<file path="config.mk">
export PLATFORM = sky130hd
export DESIGN_NAME = micro_sequencer
export DESIGN_NICKNAME = d
export VERILOG_FILES = /design/src/rtl/useq_pkg.sv /design/src/rtl/micro_rom.sv /design/src/rtl/micro_sequencer.sv
export SDC_FILE = /design/constraint.sdc
export NUM_CORES = 1
export LEC_CHECK = 0
export BUFFER_PORTS_ARGS = -buffer_cell sky130_fd_sc_hd__buf_2
export CORE_ASPECT_RATIO = 1.75
export CORE_UTILIZATION = 53
export DETAILED_ROUTE_END_ITERATION = 16
export PLACE_DENSITY = 0.78
export REMOVE_ABC_BUFFERS = 1
export SYNTH_ARGS = -nofsm -noshare
export SYNTH_HDL_FRONTEND = slang
export SYNTH_SLANG_ARGS = --single-unit
</file>
<file path="constraint.sdc">
create_clock -name clk -period 3.2 [get_ports clk]
set_input_delay 0.16 -clock clk [delete_from_list [all_inputs] [get_ports clk]]
set_output_delay 0.16 -clock clk [all_outputs]
set_load 0.05 [all_outputs]
</file>
<file path="src/rtl/useq_pkg.sv">
// Shared encodings and microword layout for the micro-sequencer and its ROM.
// Layout, MSB to LSB: {next, seq, csel, inv, isel, ctrl}.
package useq_pkg;

    typedef enum logic [2:0] {
        SEQ_NEXT     = 3'd0,
        SEQ_DISPATCH = 3'd1,
        SEQ_BRANCH   = 3'd2,
        SEQ_CALL     = 3'd3,
        SEQ_RET      = 3'd4,
        SEQ_PAUSE    = 3'd5,
        SEQ_HALT     = 3'd6,
        SEQ_RSVD     = 3'd7
    } seq_e;

    typedef enum logic [1:0] {
        ISEL_ZERO = 2'd0,
        ISEL_U3   = 2'd1,
        ISEL_U7   = 2'd2,
        ISEL_S7   = 2'd3
    } isel_e;

    localparam int FETCH_ADDR = 0;
    localparam int SEQ_W      = 3;
    localparam int ISEL_W     = 2;
    localparam int OFF_CTRL   = 0;

    function automatic int csel_w(input int ncond);
        return $clog2(ncond);
    endfunction

    function automatic int off_isel(input int ctrl_w);
        return ctrl_w;
    endfunction

    function automatic int off_inv(input int ctrl_w);
        return ctrl_w + ISEL_W;
    endfunction

    function automatic int off_csel(input int ctrl_w);
        return ctrl_w + ISEL_W + 1;
    endfunction

    function automatic int off_seq(input int ctrl_w, input int cs_w);
        return ctrl_w + ISEL_W + 1 + cs_w;
    endfunction

    function automatic int off_next(input int ctrl_w, input int cs_w);
        return ctrl_w + ISEL_W + 1 + cs_w + SEQ_W;
    endfunction

    function automatic int word_w(input int ua_w, input int cs_w, input int ctrl_w);
        return ua_w + SEQ_W + cs_w + 1 + ISEL_W + ctrl_w;
    endfunction

endpackage

</file>
<file path="src/rtl/micro_rom.sv">
// Combinational microcode table; addresses not listed hold a NEXT->FETCH word.
module micro_rom
    import useq_pkg::*;
#(
    parameter int UA_W   = 10,
    parameter int CTRL_W = 34,
    parameter int CSEL_W = 2,
    parameter int WORD_W = word_w(UA_W, CSEL_W, CTRL_W)
) (
    input  logic [UA_W-1:0]   i_addr,
    output logic [WORD_W-1:0] o_word
);

    localparam int OFF_ISEL = off_isel(CTRL_W);
    localparam int OFF_INV  = off_inv(CTRL_W);
    localparam int OFF_CSEL = off_csel(CTRL_W);
    localparam int OFF_SEQ  = off_seq(CTRL_W, CSEL_W);
    localparam int OFF_NEXT = off_next(CTRL_W, CSEL_W);

    function automatic logic [WORD_W-1:0] uw(input logic [11:0] nxt, input seq_e seq,
                                             input int csel, input logic inv,
                                             input isel_e isel, input logic [33:0] ctrl);
        logic [WORD_W-1:0] w;
        w = '0;
        w[OFF_NEXT +: UA_W]     = UA_W'(nxt);
        w[OFF_SEQ +: SEQ_W]     = seq;
        w[OFF_CSEL +: CSEL_W]   = CSEL_W'(csel);
        w[OFF_INV]              = inv;
        w[OFF_ISEL +: ISEL_W]   = isel;
        w[OFF_CTRL +: CTRL_W]   = CTRL_W'(ctrl);
        return w;
    endfunction

    always_comb begin
        o_word = '0;
        case (i_addr)
            UA_W'(12'h000): o_word = uw(12'h001, SEQ_NEXT,     0, 1'b0, ISEL_ZERO, 34'h0_0000_0001);
            UA_W'(12'h001): o_word = uw(12'h000, SEQ_DISPATCH, 0, 1'b0, ISEL_U3,   34'h0_0000_0002);
            UA_W'(12'h010): o_word = uw(12'h020, SEQ_BRANCH,   1, 1'b0, ISEL_U7,   34'h1_0000_0010);
            UA_W'(12'h011): o_word = uw(12'h000, SEQ_NEXT,     0, 1'b0, ISEL_ZERO, 34'h0_0000_0011);
            UA_W'(12'h018): o_word = uw(12'h000, SEQ_NEXT,     0, 1'b0, ISEL_S7,   34'h3_FFFF_0018);
            UA_W'(12'h020): o_word = uw(12'h000, SEQ_NEXT,     0, 1'b0, ISEL_ZERO, 34'h0_0000_0020);
            UA_W'(12'h030): o_word = uw(12'h031, SEQ_RSVD,     0, 1'b0, ISEL_ZERO, 34'h0_0000_0030);
            UA_W'(12'h031): o_word = uw(12'h000, SEQ_NEXT,     0, 1'b0, ISEL_U7,   34'h0_0000_0031);
            UA_W'(12'h040): o_word = uw(12'h050, SEQ_CALL,     0, 1'b0, ISEL_ZERO, 34'h0_0000_0040);
            UA_W'(12'h041): o_word = uw(12'h000, SEQ_NEXT,     0, 1'b0, ISEL_ZERO, 34'h0_0000_0041);
            UA_W'(12'h050): o_word = uw(12'h000, SEQ_RET,      0, 1'b0, ISEL_ZERO, 34'h0_0000_0050);
            UA_W'(12'h060): o_word = uw(12'h070, SEQ_BRANCH,   0, 1'b1, ISEL_ZERO, 34'h2_0000_0060);
            UA_W'(12'h061): o_word = uw(12'h000, SEQ_NEXT,     0, 1'b0, ISEL_ZERO, 34'h0_0000_0061);
            UA_W'(12'h070): o_word = uw(12'h000, SEQ_NEXT,     0, 1'b0, ISEL_ZERO, 34'h0_0000_0070);
            UA_W'(12'h080): o_word = uw(12'h090, SEQ_CALL,     0, 1'b0, ISEL_ZERO, 34'h0_0000_0080);
            UA_W'(12'h081): o_word = uw(12'h000, SEQ_RET,      0, 1'b0, ISEL_ZERO, 34'h0_0000_0081);
            UA_W'(12'h090): o_word = uw(12'h0A0, SEQ_CALL,     0, 1'b0, ISEL_ZERO, 34'h0_0000_0090);
            UA_W'(12'h091): o_word = uw(12'h000, SEQ_RET,      0, 1'b0, ISEL_ZERO, 34'h0_0000_0091);
            UA_W'(12'h0A0): o_word = uw(12'h0B0, SEQ_CALL,     0, 1'b0, ISEL_ZERO, 34'h0_0000_00A0);
            UA_W'(12'h0B0): o_word = uw(12'h000, SEQ_RET,      0, 1'b0, ISEL_ZERO, 34'h0_0000_00B0);
            UA_W'(12'h0C0): o_word = uw(12'h000, SEQ_HALT,     0, 1'b0, ISEL_ZERO, 34'h0_0000_00C0);
            UA_W'(12'h0D0): o_word = uw(12'h3FF, SEQ_NEXT,     0, 1'b0, ISEL_ZERO, 34'h0_0000_00D0);
            UA_W'(12'h0F8): o_word = uw(12'h0F9, SEQ_PAUSE,    0, 1'b0, ISEL_S7,   34'h0_0000_00F8);
            UA_W'(12'h0F9): o_word = uw(12'h000, SEQ_NEXT,     0, 1'b0, ISEL_ZERO, 34'h0_0000_00F9);
            UA_W'(12'h3FE): o_word = uw(12'h000, SEQ_NEXT,     0, 1'b0, ISEL_ZERO, 34'h0_0000_03FE);
            UA_W'(12'h3FF): o_word = uw(12'h3FE, SEQ_BRANCH,   0, 1'b0, ISEL_ZERO, 34'h0_0000_03FF);
            default:        o_word = '0;
        endcase
    end

endmodule

</file>
<file path="src/rtl/micro_sequencer.sv">
// Microprogram sequencer: upc register, micro-call stack and sticky stack-error flag.
// Control field and immediate are decoded combinationally from the microword at upc.
module micro_sequencer
    import useq_pkg::*;
#(
    parameter int IR_W   = 16,
    parameter int UA_W   = 10,
    parameter int CTRL_W = 34,
    parameter int NCOND  = 4,
    parameter int STK_D  = 2
) (
    input  logic              clk,
    input  logic              rst,
    input  logic              en,
    input  logic [IR_W-1:0]   ir,
    input  logic [NCOND-1:0]  cond,
    input  logic              resume,
    output logic [CTRL_W-1:0] ctrl,
    output logic [IR_W-1:0]   immediate,
    output logic [UA_W-1:0]   upc,
    output logic              fetch_led,
    output logic              pause_led,
    output logic              uerr
);

    localparam int CSEL_W   = csel_w(NCOND);
    localparam int WORD_W   = word_w(UA_W, CSEL_W, CTRL_W);
    localparam int OFF_ISEL = off_isel(CTRL_W);
    localparam int OFF_INV  = off_inv(CTRL_W);
    localparam int OFF_CSEL = off_csel(CTRL_W);
    localparam int OFF_SEQ  = off_seq(CTRL_W, CSEL_W);
    localparam int OFF_NEXT = off_next(CTRL_W, CSEL_W);
    localparam int SP_W     = $clog2(STK_D + 1);
    localparam int IDX_W    = (STK_D > 1) ? $clog2(STK_D) : 1;

    logic [WORD_W-1:0] w_word;
    logic [UA_W-1:0]   r_upc;
    logic [UA_W-1:0]   r_stk [STK_D];
    logic [SP_W-1:0]   r_sp;
    logic              r_uerr;
    logic [UA_W-1:0]   w_next;
    logic [UA_W-1:0]   w_upc_inc;
    logic [UA_W-1:0]   w_dispatch;
    seq_e              w_seq;
    isel_e             w_isel;
    logic [CSEL_W-1:0] w_csel;
    logic              w_inv;
    logic              w_taken;
    logic              w_full;
    logic              w_empty;
    logic              w_push;
    logic [IDX_W-1:0]  w_push_idx;
    logic [IDX_W-1:0]  w_pop_idx;
    logic              w_unused_ir;

    micro_rom #(
        .UA_W   (UA_W),
        .CTRL_W (CTRL_W),
        .CSEL_W (CSEL_W),
        .WORD_W (WORD_W)
    ) u_rom (
        .i_addr (r_upc),
        .o_word (w_word)
    );

    assign w_next     = w_word[OFF_NEXT +: UA_W];
    assign w_seq      = seq_e'(w_word[OFF_SEQ +: SEQ_W]);
    assign w_csel     = w_word[OFF_CSEL +: CSEL_W];
    assign w_inv      = w_word[OFF_INV];
    assign w_isel     = isel_e'(w_word[OFF_ISEL +: ISEL_W]);
    assign ctrl       = w_word[OFF_CTRL +: CTRL_W];

    assign w_upc_inc  = r_upc + UA_W'(1);
    assign w_dispatch = UA_W'({ir[IR_W-1 -: 5], 3'b000});
    assign w_taken    = cond[w_csel] ^ w_inv;
    assign w_full     = (r_sp == SP_W'(STK_D));
    assign w_empty    = (r_sp == '0);
    assign w_push     = en && (w_seq == SEQ_CALL) && !w_full;
    assign w_push_idx = IDX_W'(r_sp);
    assign w_pop_idx  = IDX_W'(r_sp - SP_W'(1));
    assign w_unused_ir = ^ir;

    always_comb begin
        immediate = '0;
        case (w_isel)
            ISEL_U3: immediate = IR_W'(ir[2:0]);
            ISEL_U7: immediate = IR_W'(ir[6:0]);
            ISEL_S7: immediate = {{(IR_W-7){ir[6]}}, ir[6:0]};
            default: immediate = '0;
        endcase
    end

    always_ff @(posedge clk or posedge rst) begin
        if (rst) begin
            r_upc  <= UA_W'(FETCH_ADDR);
            r_sp   <= '0;
            r_uerr <= 1'b0;
        end else if (en) begin
            case (w_seq)
                SEQ_DISPATCH: r_upc <= w_dispatch;
                SEQ_BRANCH:   r_upc <= w_taken ? w_next : w_upc_inc;
                SEQ_CALL: begin
                    // A call into a full stack still jumps; only the return link is lost.
                    r_upc <= w_next;
                    if (w_full) r_uerr <= 1'b1;
                    else        r_sp   <= r_sp + SP_W'(1);
                end
                SEQ_RET: begin
                    if (w_empty) begin
                        r_uerr <= 1'b1;
                        r_upc  <= UA_W'(FETCH_ADDR);
                    end else begin
                        r_upc <= r_stk[w_pop_idx];
                        r_sp  <= r_sp - SP_W'(1);
                    end
                end
                SEQ_PAUSE:    if (resume) r_upc <= w_next;
                SEQ_HALT:     r_upc <= r_upc;
                default:      r_upc <= w_next;
            endcase
        end
    end

    always_ff @(posedge clk) begin
        if (w_push) r_stk[w_push_idx] <= w_upc_inc;
    end

    assign upc       = r_upc;
    assign uerr      = r_uerr;
    assign fetch_led = (r_upc == UA_W'(FETCH_ADDR));
    assign pause_led = (w_seq == SEQ_PAUSE) && !resume;

endmodule
</file>
==> results.ini <==
[setup_path]
start_kind=register
critPathKind=reg -> reg
required_ns=3.38
max_stage_delay_ns=0.55
critPathSlowestCell=or3b_1
cp_cell_sequence=inv_1 > ha_1 > or3b_1 > nor2_2 > a31o_2 > xor2_1 > a21oi_2 > o2111a_1 > o31ai_2
cp_max_fo=9
crit_arrival_ns=3.21
endpoint_kind=register

[synthesis]
yosysTopAreaCell=edfxtp_1
synthMuxAreaShare_pct=3.403
synth_compound_area_share_pct=19.40
async_flop_share_pct=39.39
netlist_area_um2=2942
synth_top_family_by_area=simple AND/OR/NAND/NOR gates
ys_seq_area_share_pct=31.48
synthSimpleGateAreaFrac_pct=25.61
netlist.area_leader.share_pct=20.42
ys.flop_type=edfxtp_1
avgSynthCellArea_um2=8.996
synth_area_leaders=edfxtp_1 20%, dfrtp_1 11%, buf_4 9.4%, mux2i_1 3.4%, nand2_1 3.1%
synth_edf_count=20
ys_ff_latch=33
synth_warnings=0
yosys.cell_types.count=71
synth_xor_area_share_pct=3.871
postSynthCellCount=327
synth_fa_ha_area_share_pct=2.552

[cts]
clock_sinks=33
cts_root_buf=clkbuf_8
clkSlewWorstSetupHoldPaths_ns=0.08
insertion_delay_ns=0.29
cts_tree=built
post_cts_buffers=0
htree_levels=2
clockBufferDepth=2
numCtsBuffers=5

[finish]
layout_common_cells=65 x buf_2, 24 x nor2_1, 24 x nand2_1
area_growth_pct=15.23
drive_above_1_share_pct=33.16
n_antenna_cell=0
final_common_cell=buf_2
final_util_pct=63.97
design_area_um2=3390
nets=415

[status]
status=completed

[sta]
max_freq_mhz=329.8
worst_pin_slew_ns=0.6197
worst_hold_slack_ns=0.1219
period_share_pct=94.76
setup_ws_ns=0.1678
clock_skew_ns=0.01029
setup_viol=0
slew_viol_final=0
final.min_clock_period_ns=3.032
rsz0062_at_grt=no
max-slew-margin-rel_pct=58.25
hold_viol=0

[routing]
routed_via_density=5.996
wl_per_cell_um=17.94
finalWirelength_um=8252
drtIter0Drc=140
remaining_drc_errors=0
ant_nets=0
vias=2758
dr.pass1.iters=5

[die]
die_w_um=58.32
boundaryPins=87
die-area_um2=5864
core_area_um2=5299
die_y_um=100.6
rows=35
initial_core_util_pct=55.51

[grt]
grt_use_total_pct=29.54
grt_overflow=0
antenna_found_initial=0
grt_max_degree=19
grt_pass1_wl_um=12990
grt_pass1_vias=2652

[power]
max-vdd-ir-drop_uv=558.5
p_leak_nw=1.539
power_density_nw_per_um2=586.9
p_total_mw=1.989

[place]
numPortBuffers=74
dp_hpwl_um=6321
place_congestion=1.052
pre_cts_ws_ns=0.2199
place_area_um2=3231

[min_path]
hold_path.class=in -> reg

[flow_run]
maxCapViolations=0

## routing by layer
metal | global-route usage (%) | share of wire, %
met5 | 0 | 0
met4 | 17.95 | 4.6
met3 | 3.851 | 6.5
met2 | 53.23 | 53
met1 | 31.74 | 36
## final cells by class
type	count	area [um^2]
multi-input cells	237	1647
fillers	458	1909
clock inverters	3	46.29
inverters	11	41.29
repair buffers	97	568.0
well taps	74	92.59
clock buffers	5	68.82
flip-flops and latches	33	925.9
## through the flow
step                instances  setup TNS, ns
finish                    460              0
global route              460              0
CTS                       459              0
detailed placement        450              0
global placement          450              0
floorplan                 280        -131.56
## cell families after synthesis
family,count (synthesis)
xor gates and xnor gates,13
and+or+nand+nor,126
DFF,33
AOI/OAI and AO/OA,75
buffers and inverters,63
adders and majority gates,6
other,1
muxes,10
## power breakdown
| part | total (mW) | switching [mW] | internal [mW] | leakage, nW |
|---|---|---|---|---|
| sequential | 0.641 | 0.135 | 0.506 | 0.348 |
| combinational | 0.950 | 0.612 | 0.338 | 1.14 |
| clock | 0.398 | 0.165 | 0.233 | 0.0543 |
| total | 1.99 | 0.913 | 1.08 | 1.54 |
## worst paths after layout
kind,endpoint,slack (ns),cells past startpoint,start
min in group asynchronous,upc[1]$_DFFE_PP0P_,0.47,3,rst
setup reg to reg,upc[6]$_DFFE_PP0P_,0.17,9,upc[0]$_DFFE_PP0P_
hold reg to reg,uerr$_DFFE_PP0P_,0.45,1,uerr$_DFFE_PP0P_
max in group asynchronous,upc[0]$_DFFE_PP0P_,2.35,3,rst
hold / removal,uerr$_DFFE_PP0P_,0.12,2,en
setup / recovery,upc[6]$_DFFE_PP0P_,0.17,9,upc[0]$_DFFE_PP0P_
## synth_stat cells, types with 7 or more instances
master and number:
a21oi_1 9, and2_1 9, edfxtp_1 20, buf_4 37, nand4_1 10, mux2i_1 10
nand3_1 13, inv_1 10, nor2_1 24, dfrtp_1 13, xor2_1 7, buf_2 7
o21ai_0 15, nand2_1 24
## critical path, delay by kind of cell, from the launching register on
family | cells | cell delay (ns)
fa+ha+maj | 1 | 0.30
compound gates | 4 | 1.07
xor+xnor | 1 | 0.11
flops | 1 | 0.45
buf+inv | 1 | 0.20
simple gates | 2 | 0.79
## what timing repair did
| item | in CTS | in global routing |
|---|---|---|
| setup endpoints to repair | 0 | 10 |
| hold buffers | 1 | 0 |
| endpoints found under the hold margin | 13 | 0 |
| resized for setup | 0 | 10 |
## flip-flops by register name, indices dropped and copies added (netlist names)
name / count
r_stk: 20
upc: 10
r_sp: 2
uerr: 1
(Power assumes the default switching activity.)
